[config.mk]
export PLATFORM = sky130hd
export DESIGN_NAME = serial_subtractor_flat
export DESIGN_NICKNAME = d
export VERILOG_FILES = /design/src/rtl/serial_subtractor_pkg.sv /design/src/rtl/serial_subtractor_if.sv /design/src/rtl/fs_cell.sv /design/src/rtl/serial_subtractor.sv /design/src/flat_wrapper.sv
export SDC_FILE = /design/constraint.sdc
export NUM_CORES = 1
export LEC_CHECK = 0
export CELL_PAD_IN_SITES_DETAIL_PLACEMENT = 1
export CELL_PAD_IN_SITES_GLOBAL_PLACEMENT = 1
export CORE_MARGIN = 10
export CORE_UTILIZATION = 40
export CTS_CLUSTER_SIZE = 12
export DETAILED_ROUTE_END_ITERATION = 7
export PLACE_DENSITY = 0.74
export SLEW_MARGIN = 25
export SYNTH_ARGS = -nofsm -noshare
export SYNTH_HDL_FRONTEND = slang
export SYNTH_SLANG_ARGS = --single-unit
[constraint.sdc]
create_clock -name clk -period 2.2 [get_ports clk]
set_input_delay 0.66 -clock clk [delete_from_list [all_inputs] [get_ports clk]]
set_output_delay 0.66 -clock clk [all_outputs]
set_load 0.005 [all_outputs]
[src/rtl/serial_subtractor_pkg.sv]
// Shared types and sizing helpers for the digit-serial subtractor.
package serial_subtractor_pkg;

    typedef enum logic [1:0] {
        IDLE = 2'd0,
        RUN  = 2'd1,
        DONE = 2'd2
    } state_e;

    // Number of digit steps needed to cover the full operand width.
    function automatic int unsigned num_digits(input int unsigned width,
                                               input int unsigned digit);
        return width / digit;
    endfunction

    // Digit counter width; a single-step configuration still needs one bit.
    function automatic int unsigned cnt_width(input int unsigned width,
                                              input int unsigned digit);
        int unsigned n;
        n = num_digits(width, digit);
        return (n <= 1) ? 32'd1 : 32'($clog2(n));
    endfunction

endpackage

[src/rtl/serial_subtractor_if.sv]
// Start/done handshake and operand/result bundle for serial_subtractor.
interface serial_subtractor_if #(
    parameter int unsigned WIDTH = 8
);
    logic             start;
    logic [WIDTH-1:0] A;
    logic [WIDTH-1:0] B;
    logic             bin;
    logic             busy;
    logic             done;
    logic [WIDTH-1:0] dif;
    logic             bor;
    logic             ovf;

    modport master (
        output start, A, B, bin,
        input  busy, done, dif, bor, ovf
    );

    modport slave (
        input  start, A, B, bin,
        output busy, done, dif, bor, ovf
    );
endinterface

[src/rtl/fs_cell.sv]
// Combinational one-bit full subtractor: d = a - b - bi, bo = borrow out.
module fs_cell (
    input  logic a,
    input  logic b,
    input  logic bi,
    output logic d,
    output logic bo
);
    assign d  = a ^ b ^ bi;
    assign bo = (~a & b) | (~(a ^ b) & bi);
endmodule

[src/rtl/serial_subtractor.sv]
// Multi-cycle subtractor: A - B - bin over WIDTH bits, DIGIT bits per clock,
// with a registered borrow chain between digit steps.
module serial_subtractor
    import serial_subtractor_pkg::*;
#(
    parameter int unsigned WIDTH = 8,
    parameter int unsigned DIGIT = 1
) (
    input logic                clk,
    input logic                rst_n,
    serial_subtractor_if.slave bus
);
    localparam int unsigned NumDigits = num_digits(WIDTH, DIGIT);
    localparam int unsigned CntW      = cnt_width(WIDTH, DIGIT);
    localparam logic [CntW-1:0] LastCnt = CntW'(NumDigits - 1);

    if (WIDTH < 1 || DIGIT < 1 || (WIDTH % DIGIT) != 0) begin : g_bad_params
        $error("serial_subtractor: WIDTH must be a non-zero multiple of DIGIT");
    end

    state_e            state_q, state_d;
    logic              accept;
    logic              last;
    logic [WIDTH-1:0]  a_q, b_q;
    logic [WIDTH-1:0]  res_q, res_next;
    logic [WIDTH-1:0]  dif_q;
    logic [CntW-1:0]   cnt_q;
    logic              brw_q;
    logic              a_msb_q, b_msb_q;
    logic              busy_q, done_q, bor_q, ovf_q;
    logic              ovf_next;
    logic [DIGIT:0]    chain;
    logic [DIGIT-1:0]  dig;

    // Digit slice: DIGIT cells rippling from the registered borrow.
    assign chain[0] = brw_q;
    for (genvar i = 0; i < DIGIT; i++) begin : g_cell
        fs_cell u_fs_cell (
            .a  (a_q[i]),
            .b  (b_q[i]),
            .bi (chain[i]),
            .d  (dig[i]),
            .bo (chain[i+1])
        );
    end

    // New digit enters at the MSB end; after N steps the LSB digit sits at bit 0.
    assign res_next = WIDTH'({dig, res_q} >> DIGIT);
    assign last     = (state_q == RUN) && (cnt_q == LastCnt);
    assign ovf_next = (a_msb_q != b_msb_q) && (res_next[WIDTH-1] != a_msb_q);

    // State register.
    always_ff @(posedge clk or negedge rst_n) begin
        if (!rst_n) begin
            state_q <= IDLE;
        end else begin
            state_q <= state_d;
        end
    end

    // Next-state decode; accept marks the edge that captures a new operation.
    always_comb begin
        state_d = state_q;
        accept  = 1'b0;
        unique case (state_q)
            IDLE: begin
                if (bus.start) begin
                    accept  = 1'b1;
                    state_d = RUN;
                end
            end
            RUN: begin
                if (last) begin
                    state_d = DONE;
                end
            end
            DONE: begin
                if (bus.start) begin
                    accept  = 1'b1;
                    state_d = RUN;
                end else begin
                    state_d = IDLE;
                end
            end
            default: state_d = IDLE;
        endcase
    end

    // Operand shift registers, borrow register, partial result and digit counter.
    always_ff @(posedge clk or negedge rst_n) begin
        if (!rst_n) begin
            a_q     <= '0;
            b_q     <= '0;
            res_q   <= '0;
            brw_q   <= 1'b0;
            cnt_q   <= '0;
            a_msb_q <= 1'b0;
            b_msb_q <= 1'b0;
        end else if (accept) begin
            a_q     <= bus.A;
            b_q     <= bus.B;
            res_q   <= '0;
            brw_q   <= bus.bin;
            cnt_q   <= '0;
            a_msb_q <= bus.A[WIDTH-1];
            b_msb_q <= bus.B[WIDTH-1];
        end else if (state_q == RUN) begin
            a_q   <= a_q >> DIGIT;
            b_q   <= b_q >> DIGIT;
            res_q <= res_next;
            brw_q <= chain[DIGIT];
            cnt_q <= cnt_q + CntW'(1);
        end
    end

    // Visible results change only on DONE entry; handshake flags follow the next state.
    always_ff @(posedge clk or negedge rst_n) begin
        if (!rst_n) begin
            dif_q  <= '0;
            bor_q  <= 1'b0;
            ovf_q  <= 1'b0;
            busy_q <= 1'b0;
            done_q <= 1'b0;
        end else begin
            if (last) begin
                dif_q <= res_next;
                bor_q <= chain[DIGIT];
                ovf_q <= ovf_next;
            end
            busy_q <= (state_d == RUN);
            done_q <= (state_d == DONE);
        end
    end

    assign bus.busy = busy_q;
    assign bus.done = done_q;
    assign bus.dif  = dif_q;
    assign bus.bor  = bor_q;
    assign bus.ovf  = ovf_q;

endmodule

[src/flat_wrapper.sv]
// flat-port wrapper written by rule: the top's interface ports become plain ports
module serial_subtractor_flat import serial_subtractor_pkg::*;
#(
    parameter int unsigned WIDTH = 8,
    parameter int unsigned DIGIT = 1
)
  (clk, rst_n, bus_start, bus_A, bus_B, bus_bin, bus_busy, bus_done, bus_dif, bus_bor, bus_ovf);
  serial_subtractor_if #(.WIDTH(WIDTH)) bus_i ();
  input logic clk;
  input logic rst_n;
  input wire logic [$bits(bus_i.start)-1:0] bus_start;
  input wire logic [$bits(bus_i.A)-1:0] bus_A;
  input wire logic [$bits(bus_i.B)-1:0] bus_B;
  input wire logic [$bits(bus_i.bin)-1:0] bus_bin;
  output wire logic [$bits(bus_i.busy)-1:0] bus_busy;
  output wire logic [$bits(bus_i.done)-1:0] bus_done;
  output wire logic [$bits(bus_i.dif)-1:0] bus_dif;
  output wire logic [$bits(bus_i.bor)-1:0] bus_bor;
  output wire logic [$bits(bus_i.ovf)-1:0] bus_ovf;
  assign bus_i.start = bus_start;
  assign bus_i.A = bus_A;
  assign bus_i.B = bus_B;
  assign bus_i.bin = bus_bin;
  assign bus_busy = bus_i.busy;
  assign bus_done = bus_i.done;
  assign bus_dif = bus_i.dif;
  assign bus_bor = bus_i.bor;
  assign bus_ovf = bus_i.ovf;
  serial_subtractor #(.WIDTH(WIDTH), .DIGIT(DIGIT)) u_core (.clk(clk), .rst_n(rst_n), .bus(bus_i));
endmodule
* Word level (Yosys, flattened, before mapping) *
Cells that the tools add are included.

word-level totals
  logic and storage cells = 49
  bits in registers = 44
  bits of input ports = 20

operators by class
  equal/unequal tests = 7
  bitwise logic cells = 7
  multiplexer cells = 16
  reductions and logical operators = 5
  $add $sub $neg = 1

operator list
  kind                                                              number
  8-bit 2-to-1 mux                                                  6
  3-bit 2-to-1 mux                                                  2
  2-bit case mux with 3 select lines                                1
  1-bit 2-to-1 mux                                                  5
  2-bit by 1-bit == test with 1-bit output (second input constant)  2
  2-bit == test (second input constant)                             2
  2-bit 2-to-1 mux                                                  2
  3-bit by 1-bit adder with 3-bit output (second input constant)    1
  3-bit == test (second input constant)                             1
  1-bit AND                                                         2
  1-bit logical AND                                                 2
  2-bit logical NOT                                                 1
  1-bit inequality test                                             2
  1-bit inverter                                                    2
  2-bit nonzero test                                                1
  2-bit OR reduction                                                1
  1-bit XOR                                                         2
  1-bit OR                                                          1

* Depth between registers and ports, before layout *
  depth after elaboration = 6
  depth in mapped cells = 6

* Hierarchy *
Synthesis repeated with hierarchy kept, for this count alone.

unflattened totals
  cell total of the unflattened synthesis = 160
  area, all modules = 1765.4 um^2

modules (own cells, without submodules)
  module             sequential area each (um^2)  cells an instance  area each (um^2)  instances
  serial_subtractor  1076.0                       156                1734.2            1
  fs_cell            0.0                          4                  31.3              1

* Least setup slack after synthesis *
No wires, ideal clock.

  path type = reg-to-reg
  start = register u_core.cnt_q[0]
  end = register u_core.dif_q[4] (netlist: u_core.bus.dif[4])
  period minus slack after synthesis = 1542 ps
  setup slack = 658 ps
  data required time = 2072 ps
  buffers on the path = 1
  arrival time = 1415 ps
  stages on the path, launching flop included = 6
  cells stage by stage = dfrtp_1 > ha_1 > ha_1 > nand3b_2 > buf_2 > mux2_1

on the way
  cells in the longest elaborated chain, start to end = 2

RTL lines
  element                 line                      source
  start, declared         serial_subtractor.sv:27   logic [CntW-1:0] cnt_q;
  start signal, assigned  serial_subtractor.sv:112  cnt_q <= cnt_q + CntW'(1);
  3-bit == test           serial_subtractor.sv:49   assign last = (state_q == RUN) && (cnt_q == LastCnt);
  1-bit logical AND       serial_subtractor.sv:49
  end signal, assigned    serial_subtractor.sv:126  dif_q <= res_next;
  end, declared           serial_subtractor.sv:26   logic [WIDTH-1:0] dif_q;

Every way passes these cells.
A chain may end at the register's enable or synchronous reset.

* Worst setup path after layout *
  start = register u_core.dif_q[2] (netlist: u_core.bus.dif[2])
  end = output bus_dif[2]

RTL lines
  element        line                source
  end, declared  flat_wrapper.sv:17  output wire logic [$bits(bus_i.dif)-1:0] bus_dif;

No word-level cell between the ends.

==> results.json <==
{
  "cp.required_ns": 1.54,
  "antennaDiodeCount": 0,
  "peakVddDrop_v": 0.000501,
  "syn_area_sq_mm": 0.00176,
  "yosysWarnings": 0,
  "detail-route-antenna-nets": 0,
  "clk_path_buf_depth": 2,
  "ys_ff_latch": 43,
  "dr.pass1.iters": 4,
  "avgSynthCellArea_sq_um": 11.3,
  "worst_pin_slew_ns": 0.642,
  "num-fill-cells": 453,
  "design.core.area_sq_mm": 0.00429,
  "cts_resized": 0,
  "chipWidth_um": 86.3,
  "ys_types": 24,
  "cap_violations": 0,
  "drive_above_1_share_pct": 10.6,
  "synth_cells": 156,
  "period_share_pct": 83.2,
  "hold_path_class": "input port to asynchronous set/reset pin",
  "synth_edf_count": 0,
  "finalCriticalPeriod_ns": 1.83,
  "power_density_mw_per_mm2": 1470,
  "leakage_uw": 0.00102,
  "post-cts-setup-buffer-count": 0,
  "drc": 0,
  "cp-start-kind": "flip-flop",
  "totalWireLength_um": 3940,
  "gr-usage-all-layers_pct": 11.2,
  "cts_tree": "built",
  "path_buf_inv": 1,
  "totalNegativeSetupSlack_ns": 0,
  "route.vias.total": 1266,
  "arrival_ns": 1.17,
  "fin_skew_ns": 0.00165,
  "seqCellArea_sq_mm": 0.00108,
  "place_congestion": 0.726,
  "root_buffer": "clkbuf_8",
  "criticalPathCategory": "flip-flop to output pin",
  "die-area_sq_mm": 0.00745,
  "drt_iter0_markers": 39,
  "hpwl_um": 2820,
  "rows": 24,
  "clk_pin_slew_ns": 0.08,
  "clk_latency_ns": 0.29,
  "fin_hold_ws_ns": 0.422,
  "io_buffer_count": 31,
  "m1WireLength_um": 1620,
  "grt_antenna_before_repair": 0,
  "yosys_most_used_dff": "dfrtp_1",
  "h-tree-depth": 2,
  "wl_met2_um": 1950,
  "slew_headroom_pct": 57.2,
  "slew_violations": 0,
  "cts_hold_buf": 0,
  "route.met3.wl_um": 292,
  "worstPathMaxFanout": 2,
  "grt_max_degree": 44,
  "multi_input_area_sq_um": 604,
  "setup_viol": 0,
  "wl_per_cell_um": 16.3,
  "grt_overflow_total": 0,
  "status": "finished, final reports clean",
  "critPathMaxStageDelay_ns": 0.52,
  "synth_fp_nets": 179,
  "hold_viol": 0,
  "top_layer": "met4",
  "critPathCaptureType": "output pin",
  "fmax_mhz": 546,
  "cts.sinks": 43,
  "ys_seq_area_share_pct": 61.1,
  "synthArstFlopShare_pct": 100,
  "cp_top_family": "buffers and inverters",
  "io_pins": 32,
  "rsz0062_at_grt": "no",
  "syn_to_final_growth_pct": 26.2,
  "avgViaCountPerCell": 5.25,
  "crit_chain": "clkdlybuf4s50_1",
  "slowest_stage": "clkdlybuf4s50_1",
  "die_y_um": 86.3,
  "numCtsBuffers": 5,
  "grt_pass1_wl_um": 6730,
  "grt_pass1_vias": 1476,
  "num-nets-final": 211,
  "start_util_pct": 41.0
}
==> area by class of cell <==
class	count	share of cell area, %
Clock buffer	6	3.72
Sequential cell	43	48.5
Multi-Input combinational cell	98	27.2
Tap cell	52	2.93
Timing Repair Buffer	36	15.4
Inverter	4	0.676
Clock inverter	2	1.58
==> layer usage <==
metal	up-vias	GRT usage, %
met5	-	0
met2	30	18.9
li1	597	-
met3	7	4.69
met4	0	4.86
met1	632	12.1
==> Yosys cell counts (2+ instances only) <==
| cell type | n | area (sq um) |
|---|---|---|
| a22oi_1 | 3 | 22.5 |
| buf_2 | 7 | 35.0 |
| o21ai_0 | 4 | 20.0 |
| nor2_1 | 12 | 45.0 |
| ha_1 | 2 | 25.0 |
| buf_4 | 4 | 30.0 |
| inv_1 | 4 | 15.0 |
| nand3_1 | 4 | 20.0 |
| mux2_1 | 4 | 45.0 |
| nand2b_1 | 2 | 12.5 |
| dfrtp_1 | 43 | 1080 |
| mux2_2 | 4 | 45.0 |
| a31oi_1 | 10 | 62.6 |
| nor2b_1 | 2 | 12.5 |
| nand2_1 | 31 | 116 |
| a221o_1 | 2 | 20.0 |
| a22o_1 | 11 | 96.3 |
==> through the flow <==
step                      power, uW  util [%]  cell area [sq um]  instances  setup WS (ns)
after floorplan                2180         -               1760        156          0.658
after global routing           3500      51.7               2220        241          0.333
final                          3260      51.7               2220        241          0.369
after global placement         2560      49.0               2100        233          0.217
after detailed placement       2660      49.0               2100        233          0.192
after CTS                      3310      51.7               2220        241          0.352
==> cells by family after synthesis <==
| logic type | after synthesis | synth area share [%] |
|---|---|---|
| fa+ha+maj | 3 | 2.56 |
| simple gates | 55 | 13.5 |
| mux | 8 | 5.12 |
| buf+inv | 15 | 4.55 |
| flops | 43 | 61.1 |
| compound gates | 32 | 13.1 |
==> layout by cell type, fill, tap and decap left out <==
cell type	Yosys	layout
a21oi_1	1	1
a221o_1	2	2
a22o_1	11	11
a22oi_1	3	3
a31oi_1	10	10
and3b_1	1	1
buf_2	7	1
buf_4	4	5
bufinv_16	0	1
clkbuf_8	0	6
clkdlybuf4s50_1	0	30
clkinv_2	0	1
dfrtp_1	43	43
fa_1	1	1
ha_1	2	2
inv_1	4	4
mux2_1	4	4
mux2_2	4	4
nand2_1	31	31
nand2b_1	2	2
nand3_1	4	4
nand3b_2	1	1
nor2_1	12	12
nor2_2	1	1
nor2b_1	2	2
nor3_1	1	1
o21ai_0	4	4
o21ai_1	1	1
==> final timing paths <==
kind	from	to	slack, ns	cells past startpoint
setup / recovery	u_core.bus.dif[2]	bus_dif[2]	0.37	1
hold / removal	rst_n	u_core.bus.dif[4]	0.42	2
setup reg to reg	u_core.cnt_q[0]	u_core.bus.dif[3]	0.58	4
hold reg to reg	u_core.bus.bor	u_core.bus.bor	0.49	2
max in group asynchronous	rst_n	u_core.a_q[4]	1.40	2
min in group clk	u_core.bus.bor	u_core.bus.bor	0.49	2
==> flip-flops by register name, indices dropped and copies added (netlist names), 2 cells and up <==
signal	cells
u_core.a_q	8
u_core.b_q	8
u_core.bus.dif	8
u_core.cnt_q	3
u_core.res_q	7
u_core.state_q	2
==> power breakdown <==
| part | leakage, uW | internal [uW] | total, uW | switching (uW) |
|---|---|---|---|---|
| combinational | 0.000430 | 642 | 1250 | 606 |
| clock | 0.0000612 | 367 | 631 | 264 |
| sequential | 0.000534 | 1160 | 1380 | 220 |
| total | 0.00102 | 2170 | 3260 | 1090 |
No activity file was read; power rests on OpenSTA's default activity.
